<file path="src/rtl/vx_cache_rsp_sched.sv">
// -----------------------------------------------------------------------------
// vx_cache_rsp_sched
// Routes cache bank responses to core response lanes. Each lane arbitrates
// round-robin among the banks that target it. Each lane has one output
// register stage, so a lane can drain and load in the same cycle.
//
// Ports
//   clk, reset                 clock, synchronous active-high reset
//   per_bank_core_rsp_valid    per-bank response valid
//   per_bank_core_rsp_data     per-bank response word
//   per_bank_core_rsp_idx      per-bank destination lane
//   per_bank_core_rsp_tag      per-bank response tag
//   per_bank_core_rsp_ready    per-bank accept (combinational from grant + lane state)
//   core_rsp_valid/data/tag    registered per-lane response
//   core_rsp_ready             per-lane core accept
//   perf_stalls                saturating count of bank valid-without-ready cycles
//
// NUM_BANKS must be a power of two, so pointer arithmetic wraps naturally.
// -----------------------------------------------------------------------------
module vx_cache_rsp_sched #(
  parameter int unsigned NUM_REQS  = 4,
  parameter int unsigned NUM_BANKS = 2,
  parameter int unsigned WORD_SIZE = 4,
  parameter int unsigned TAG_WIDTH = 8,
  localparam int unsigned WORD_WIDTH    = WORD_SIZE * 8,
  localparam int unsigned REQ_SEL_BITS  = (NUM_REQS > 1) ? $clog2(NUM_REQS) : 1,
  localparam int unsigned BANK_SEL_BITS = (NUM_BANKS > 1) ? $clog2(NUM_BANKS) : 1
) (
  input  logic                                     clk,
  input  logic                                     reset,
  input  logic [NUM_BANKS-1:0]                     per_bank_core_rsp_valid,
  input  logic [NUM_BANKS-1:0][WORD_WIDTH-1:0]     per_bank_core_rsp_data,
  input  logic [NUM_BANKS-1:0][REQ_SEL_BITS-1:0]   per_bank_core_rsp_idx,
  input  logic [NUM_BANKS-1:0][TAG_WIDTH-1:0]      per_bank_core_rsp_tag,
  output logic [NUM_BANKS-1:0]                     per_bank_core_rsp_ready,
  output logic [NUM_REQS-1:0]                      core_rsp_valid,
  output logic [NUM_REQS-1:0][WORD_WIDTH-1:0]      core_rsp_data,
  output logic [NUM_REQS-1:0][TAG_WIDTH-1:0]       core_rsp_tag,
  input  logic [NUM_REQS-1:0]                      core_rsp_ready,
  output logic [31:0]                              perf_stalls
);

  localparam int unsigned CNT_W = $clog2(NUM_BANKS + 1);

  logic [NUM_REQS-1:0][BANK_SEL_BITS-1:0] ptr_q;
  logic [NUM_REQS-1:0]                    valid_q;
  logic [NUM_REQS-1:0][WORD_WIDTH-1:0]    data_q;
  logic [NUM_REQS-1:0][TAG_WIDTH-1:0]     tag_q;
  logic [31:0]                            stalls_q;
  logic [31:0]                            stalls_d;

  logic [NUM_REQS-1:0][NUM_BANKS-1:0]     req_c;
  logic [NUM_REQS-1:0]                    gnt_any_c;
  logic [NUM_REQS-1:0][BANK_SEL_BITS-1:0] gnt_bank_c;
  logic [NUM_REQS-1:0]                    lane_acc_c;
  logic [NUM_REQS-1:0]                    load_c;
  logic [NUM_BANKS-1:0]                   bank_rdy_c;
  logic [CNT_W-1:0]                       stall_cnt_c;
  logic [32:0]                            stall_sum_c;

  // Request matrix: bank b requests lane r when valid and targeting r.
  always_comb begin
    req_c = '0;
    for (int unsigned r = 0; r < NUM_REQS; r++) begin
      for (int unsigned b = 0; b < NUM_BANKS; b++) begin
        if (per_bank_core_rsp_valid[b] &&
            (per_bank_core_rsp_idx[b] == REQ_SEL_BITS'(r))) begin
          req_c[r][b] = 1'b1;
        end
      end
    end
  end

  // Per-lane round-robin: first requester scanning upward from ptr_q[r].
  always_comb begin
    logic [BANK_SEL_BITS-1:0] sel;
    gnt_any_c  = '0;
    gnt_bank_c = '0;
    sel        = '0;
    for (int unsigned r = 0; r < NUM_REQS; r++) begin
      for (int unsigned k = 0; k < NUM_BANKS; k++) begin
        sel = ptr_q[r] + BANK_SEL_BITS'(k);
        if (!gnt_any_c[r] && req_c[r][sel]) begin
          gnt_any_c[r]  = 1'b1;
          gnt_bank_c[r] = sel;
        end
      end
    end
  end

  // A lane accepts when empty or draining this cycle; reset blocks all loads.
  always_comb begin
    lane_acc_c = ~valid_q | core_rsp_ready;
    load_c     = gnt_any_c & lane_acc_c & {NUM_REQS{~reset}};
  end

  // Bank ready: this bank owns the grant of its target lane and that lane loads.
  always_comb begin
    bank_rdy_c = '0;
    for (int unsigned b = 0; b < NUM_BANKS; b++) begin
      for (int unsigned r = 0; r < NUM_REQS; r++) begin
        if (per_bank_core_rsp_valid[b] &&
            (per_bank_core_rsp_idx[b] == REQ_SEL_BITS'(r)) &&
            load_c[r] && (gnt_bank_c[r] == BANK_SEL_BITS'(b))) begin
          bank_rdy_c[b] = 1'b1;
        end
      end
    end
  end

  // Stall accounting with saturation at all-ones.
  always_comb begin
    stall_cnt_c = '0;
    for (int unsigned b = 0; b < NUM_BANKS; b++) begin
      stall_cnt_c = stall_cnt_c +
                    CNT_W'(per_bank_core_rsp_valid[b] & ~bank_rdy_c[b]);
    end
    stall_sum_c = {1'b0, stalls_q} + 33'(stall_cnt_c);
    stalls_d    = stall_sum_c[32] ? 32'hFFFF_FFFF : stall_sum_c[31:0];
  end

  // Lane valid and arbitration pointers.
  always_ff @(posedge clk) begin
    if (reset) begin
      valid_q  <= '0;
      ptr_q    <= '0;
      stalls_q <= '0;
    end else begin
      stalls_q <= stalls_d;
      for (int unsigned r = 0; r < NUM_REQS; r++) begin
        if (load_c[r]) begin
          valid_q[r] <= 1'b1;
          ptr_q[r]   <= gnt_bank_c[r] + BANK_SEL_BITS'(1);
        end else if (core_rsp_ready[r]) begin
          valid_q[r] <= 1'b0;
        end
      end
    end
  end

  // Payload registers; contents are don't-care while the lane is invalid.
  always_ff @(posedge clk) begin
    for (int unsigned r = 0; r < NUM_REQS; r++) begin
      if (load_c[r]) begin
        data_q[r] <= per_bank_core_rsp_data[gnt_bank_c[r]];
        tag_q[r]  <= per_bank_core_rsp_tag[gnt_bank_c[r]];
      end
    end
  end

  assign per_bank_core_rsp_ready = bank_rdy_c;
  assign core_rsp_valid          = valid_q;
  assign core_rsp_data           = data_q;
  assign core_rsp_tag            = tag_q;
  assign perf_stalls             = stalls_q;

endmodule

</file>
<file path="config.mk">
export PLATFORM = sky130hd
export DESIGN_NAME = vx_cache_rsp_sched
export DESIGN_NICKNAME = d
export VERILOG_FILES = /design/src/rtl/vx_cache_rsp_sched.sv
export SDC_FILE = /design/constraint.sdc
export NUM_CORES = 1
export LEC_CHECK = 0
export CAP_MARGIN = 40
export CORE_UTILIZATION = 46
export CTS_CLUSTER_SIZE = 24
export DETAILED_ROUTE_END_ITERATION = 8
export PLACE_DENSITY_LB_ADDON = 0.25
export SLEW_MARGIN = 20
export SYNTH_ARGS = -nofsm -noshare
export SYNTH_HDL_FRONTEND = slang
export SYNTH_SLANG_ARGS = --single-unit
</file>
<file path="constraint.sdc">
create_clock -name clk -period 5.4 [get_ports clk]
set_input_delay 1.08 -clock clk [delete_from_list [all_inputs] [get_ports clk]]
set_output_delay 1.08 -clock clk [all_outputs]
set_load 0.01 [all_outputs]
</file>
==> flow_summary.json, run 1 <==
{
  "ys_top_cells_by_area": "edfxtp_1 (54%), mux2_2 (20%), dfxtp_1 (9.0%)",
  "crit_cells": 14,
  "num_rows": 50,
  "crit_slowest_cell": "or4_4",
  "ctsResizeCount": 0,
  "htree_levels": 4,
  "groute.usage.overall_pct": 24.9,
  "worstRegToRegCells": 13,
  "grt_pass1_vias": 6279,
  "layout.nets": 969,
  "synth_cells": 581,
  "avgRoutedWirePerCell_um": 21.5,
  "die_w_um": 141,
  "required_ns": 5.76,
  "setup_tns_ns": 0,
  "die_h_um": 141,
  "crit_buf_inv": 2,
  "cts_setup_buffers": 0,
  "crit_path_start_kind": "primary input",
  "drtPass1Iterations": 4,
  "critPathKind": "in2reg",
  "finalHoldViolCount": 0,
  "crit_path_max_fanout": 26,
  "synth_nets": 677,
  "outcome": "complete, no violations",
  "place_congestion": 0.857,
  "p_leak_nw": 4.18,
  "hp-class": "reg2reg",
  "synth-edff-count": 160,
  "finalPower_mw": 3.47,
  "syn_to_final_growth_pct": 42.8,
  "grt_max_degree": 42,
  "ys_seq_area_share_pct": 63.1,
  "cts.clk_slew.worst_paths_ns": 0.08,
  "grt_first_pass_wirelength_um": 36800,
  "drc": 0,
  "rsz0062_at_grt": "no",
  "cts_max_path_buffers": 2,
  "setup_viol": 0,
  "worst_path_most_repeated_cell": "ha_1",
  "tritoncts": "built",
  "root_buffer": "clkbuf_16",
  "drive_gt1_share_pct": 26.9,
  "drtIter0Drc": 282,
  "slowest_delay_ns": 0.78,
  "maxCapViolCount": 0,
  "synth_area_sq_um": 8880,
  "ctsHoldBuffers": 0,
  "coreArea_sq_um": 18800,
  "numCtsBuffers": 17,
  "port_buffers": 289,
  "worstMarginPinSlew_ns": 0.832,
  "post-dp-hpwl_um": 16600,
  "vias_per_cell": 5.44,
  "grt_overflow": 0,
  "maxSlewViolCount": 0,
  "ir_worst_vdd_mv": 0.231,
  "synth_cell_type_count": 54,
  "maxSlewHeadroom_pct": 44.4,
  "min_delay_path_depth": 1,
  "critPathTopFamily": "simple AND/OR/NAND/NOR gates",
  "ys.flop_type": "edfxtp_1",
  "whs_ns": 0.508,
  "clkSinkCount": 200,
  "ant_nets": 0,
  "async_reset_ff_share_pct": 0,
  "antenna_found_initial": 1,
  "fillerInstances": 1313,
  "synth_top_cell_by_area": "edfxtp_1",
  "power_density_nw_per_um2": 274,
  "crit_chain": "clkdlybuf4s50_1, nor3b_1, nor2b_1, nor2b_4, a222oi_1, o221a_2, ha_1, ha_1, inv_1, fa_1, and3b_1, nand3_1, or4_4, a21oi_1",
  "initial_core_util_pct": 47.2,
  "cp-end-kind": "flip-flop",
  "wl_um": 24700,
  "num_vias": 6240,
  "synth.top_cell.area_share_pct": 54.1,
  "ys_ff_latch": 200,
  "syn_avg_cell_area_sq_um": 15.3,
  "yosysWarnings": 0,
  "die-area_sq_um": 19900,
  "min_period_over_period_pct": 88.2,
  "clk_latency_ns": 0.43,
  "max_freq_ghz": 0.210,
  "arrival_ns": 5.12,
  "io_pins": 290,
  "period_minus_slack_ns": 4.76,
  "clock-skew-final_ns": 0.0137
}
[cell type report]
class	count	area, sq um	share of cell area (%)
clock inverters	15	188	1.48
clock buffers	17	425	3.35
flip-flops and latches	200	5610	44.2
diodes	1	2.50	0.0197
multi-input cells	348	3150	24.8
repair buffers	299	2960	23.4
inverters	7	26.3	0.207
well taps	260	325	2.56
[synth_stat cells (3+ instances only)]
library cell	n
nor2_1	16
buf_1	8
nor3b_1	3
nand4_1	4
clkbuf_1	11
and3_1	4
and4_1	5
inv_1	7
nor4_1	5
nand2b_1	5
mux2_2	160
a21oi_2	18
edfxtp_1	160
nand2_1	12
a21oi_1	16
ha_1	3
xor2_1	6
nor3_1	15
a311oi_1	3
xnor2_1	18
nand3_1	9
nor2b_1	8
a31oi_1	4
dfxtp_1	40
buf_2	4
[sequential cells by signal (all words and copies together), names as in the netlist]
signal	count
core_rsp_valid	4
perf_stalls	32
ptr_q	4
core_rsp_data	128
core_rsp_tag	32
[power by group]
group | internal, mW | switching (mW)
Clock | 0.706 | 0.614
Combinational | 0.226 | 0.182
Sequential | 1.73 | 0.0188
Total | 2.66 | 0.815
[cells by family after synthesis]
logic type      count (synthesis)  synth area share, %
compound gates                 58                 4.92
fa+ha+maj                       4                0.648
xor+xnor                       24                 2.37
buf+inv                        33                 1.90
flops                         200                 63.1
simple gates                  102                 6.79
mux                           160                 20.3
[placed cells by master, fill, tap and decap left out, types with 6 or more instances in the layout]
cell type	count
nand3_1	9
nor3_1	12
a21oi_1	16
mux2_2	160
nand2_1	12
clkbuf_16	17
xor2_1	6
dfxtp_1	40
edfxtp_1	160
xnor2_1	18
buf_4	10
a21oi_2	18
nor2b_1	7
clkdlybuf4s50_1	288
inv_1	7
nor2_1	15
[path summary, 6_finish.rpt]
kind,from,end,slack [ns]
setup / recovery,per_bank_core_rsp_valid[0],perf_stalls[29],0.64
hold / removal,ptr_q[1],ptr_q[1],0.51
setup reg to reg,core_rsp_valid[0],perf_stalls[29],1.77
hold reg to reg,ptr_q[1],ptr_q[1],0.51
[layer usage]
metal  GRT usage, %  routed length [um]  vias up
li1               -                   -     2819
met1           29.6                9490     3094
met2           42.6               12500      281
met3           6.76                1890       46
met4           10.8                 814        0
met5              0                   0        -
[per-stage QoR]
| step | cells | worst slack, ns | cell area (sq um) | util (%) |
|---|---|---|---|---|
| 6_report | 1147 | 0.639 | 12700 | 67.4 |
| 5_1_grt | 1147 | 0.402 | 12700 | 67.4 |
| 4_1_cts | 1146 | 0.668 | 12700 | 67.4 |
| 3_5_place_dp | 1114 | 0.221 | 12100 | 64.1 |
| 3_3_place_gp | 1114 | 0.416 | 12100 | 64.1 |
| 2_1_floorplan | 581 | 0.648 | 8880 | - |
No activity file was read; power rests on OpenSTA's default activity.
==> run 2: changes to the inputs <==
- CORE_UTILIZATION: 46 -> 50
- REMOVE_ABC_BUFFERS: not set -> 1
- SLEW_MARGIN: 20 -> 30
- clock period: 5.4 -> 5.6 ns (I/O delays scaled with it)
==> run 2 against run 1 <==
  * Count of clock-buffer cells in the layout unchanged
  * Global-route usage up 2.1 points
  * Power down 6.1%
  * Final cell count down 3.1%
  * Hold slack better by 0.015 ns
  * Critical path depth unchanged
  * First-iteration DRC count up 31%
  * Sequential share of layout area up 0.22 points
  * Largest cell class unchanged
  * Cell area down 0.49%
  * Register-to-register slack better by 0.12 ns
  * Clock skew down 0.0058 ns
  * Flip-flop and latch count unchanged
  * Critical endpoint is now perf_stalls[2]
==> flow_summary.json, run 2 (synthesis results as in run 1) <==
{
  "die_h_um": 135,
  "worstRegToRegCells": 13,
  "place_congestion": 0.840,
  "dpl.cell_count": 1080,
  "syn_to_final_growth_pct": 42.1,
  "finalPower_mw": 3.26,
  "critPathKind": "in2reg",
  "maxCapViolCount": 0,
  "ctsResizeCount": 0,
  "rsz0062_at_grt": "no",
  "antenna_found_initial": 0,
  "crit_path_max_fanout": 26,
  "crit_path_start_kind": "primary input",
  "grt_first_pass_wirelength_um": 36600,
  "vias_per_cell": 5.59,
  "cts_setup_buffers": 0,
  "cts.clk_slew.worst_paths_ns": 0.07,
  "utilization_pct": 73.0,
  "drtPass1Iterations": 5,
  "setup_viol": 0,
  "finalHoldViolCount": 0,
  "diodes": 0,
  "grt_overflow": 0,
  "most-common-layout-cells": "clkdlybuf4s50_1 (288), mux2_2 (160), edfxtp_1 (160)",
  "setup_tns_ns": 0,
  "arrival_ns": 5.12,
  "wl_um": 24500,
  "ctsHoldBuffers": 0,
  "clk_latency_ns": 0.43,
  "required_ns": 5.95,
  "whs_ns": 0.524,
  "layout_commonest_cell": "clkdlybuf4s50_1",
  "cts_max_path_buffers": 2,
  "post-dp-hpwl_um": 16400,
  "outcome": "complete, no violations",
  "clkSinkCount": 200,
  "htree_levels": 4,
  "drive_gt1_share_pct": 27.1,
  "drtIter0Drc": 369,
  "grt_pass1_vias": 6365,
  "layout.nets": 970,
  "hp-class": "reg2reg",
  "die-area_sq_um": 18300,
  "fin_cells": 1111,
  "maxSlewViolCount": 0,
  "drc": 0,
  "avgRoutedWirePerCell_um": 22.1,
  "wl_met1_um": 9800,
  "max_freq_ghz": 0.210,
  "period_minus_slack_ns": 4.77,
  "route.met2.wl_um": 12800,
  "largest_reg_flops": 128,
  "ant_nets": 0,
  "top_layer_used": "met4",
  "num_rows": 48,
  "grt_max_degree": 42,
  "maxSlewHeadroom_pct": 53.9,
  "groute.usage.overall_pct": 27.0,
  "die_w_um": 135,
  "worstMarginPinSlew_ns": 0.691,
  "root_buffer": "clkbuf_16",
  "io_pins": 290,
  "num_vias": 6211,
  "min_period_over_period_pct": 85.2,
  "clock-skew-final_ns": 0.00792,
  "coreArea_sq_um": 17300,
  "p_leak_nw": 4.17,
  "min_delay_path_depth": 1,
  "cp-end-kind": "flip-flop",
  "numCtsBuffers": 17,
  "initial_core_util_pct": 51.4,
  "ir_worst_vdd_mv": 0.214,
  "tritoncts": "built",
  "power_density_nw_per_um2": 258,
  "wl_met3_um": 1500,
  "port_buffers": 289,
  "reg2reg_slack_ns": 1.89
}
[run 2: critical path: stages]
cell and delay (ns):
clkdlybuf4s50_1 0.57, nor3b_1 0.26, nor2b_1 0.29, nor2b_4 0.06, a222oi_1 0.40, o221a_2 0.26
ha_1 0.12, ha_1 0.16, inv_1 0.05, fa_1 0.41, and3b_1 0.27, nand3_1 0.12
or4_4 0.79, a21oi_1 0.23
[run 2: metal layers]
layer | GRT usage [%] | vias up
met3 | 4.75 | 29
li1 | - | 2827
met1 | 33.0 | 3075
met5 | 0 | -
met2 | 48.1 | 280
met4 | 9.18 | 0
[run 2: cell type report]
type | count | area [sq um]
clock inverters | 14 | 144
flip-flops and latches | 200 | 5610
fillers | 1145 | 4670
clock buffers | 17 | 425
multi-input cells | 348 | 3150
inverters | 7 | 26.3
repair buffers | 300 | 2990
well taps | 225 | 282
[run 2: path summary, 6_finish.rpt]
path	from	to
max	per_bank_core_rsp_valid[0]	perf_stalls[2]
min	ptr_q[2]	ptr_q[2]
max reg2reg	core_rsp_valid[0]	perf_stalls[2]
min reg2reg	ptr_q[2]	ptr_q[2]
[run 2: where the power goes]
group / leakage (nW) / total [mW] / internal [mW] / switching (mW)
registers: 1.79 / 1.68 / 1.67 / 0.0185
logic: 2.10 / 0.397 / 0.221 / 0.176
clock network: 0.277 / 1.18 / 0.623 / 0.558
[run 2: per-stage QoR]
stage / setup slack (ns) / cell area, sq um
after floorplan: -0.797 / 8740
after global placement: 0.577 / 12000
after detailed placement: 0.437 / 12100
after CTS: 0.883 / 12600
after global routing: 0.638 / 12600
final: 0.829 / 12600
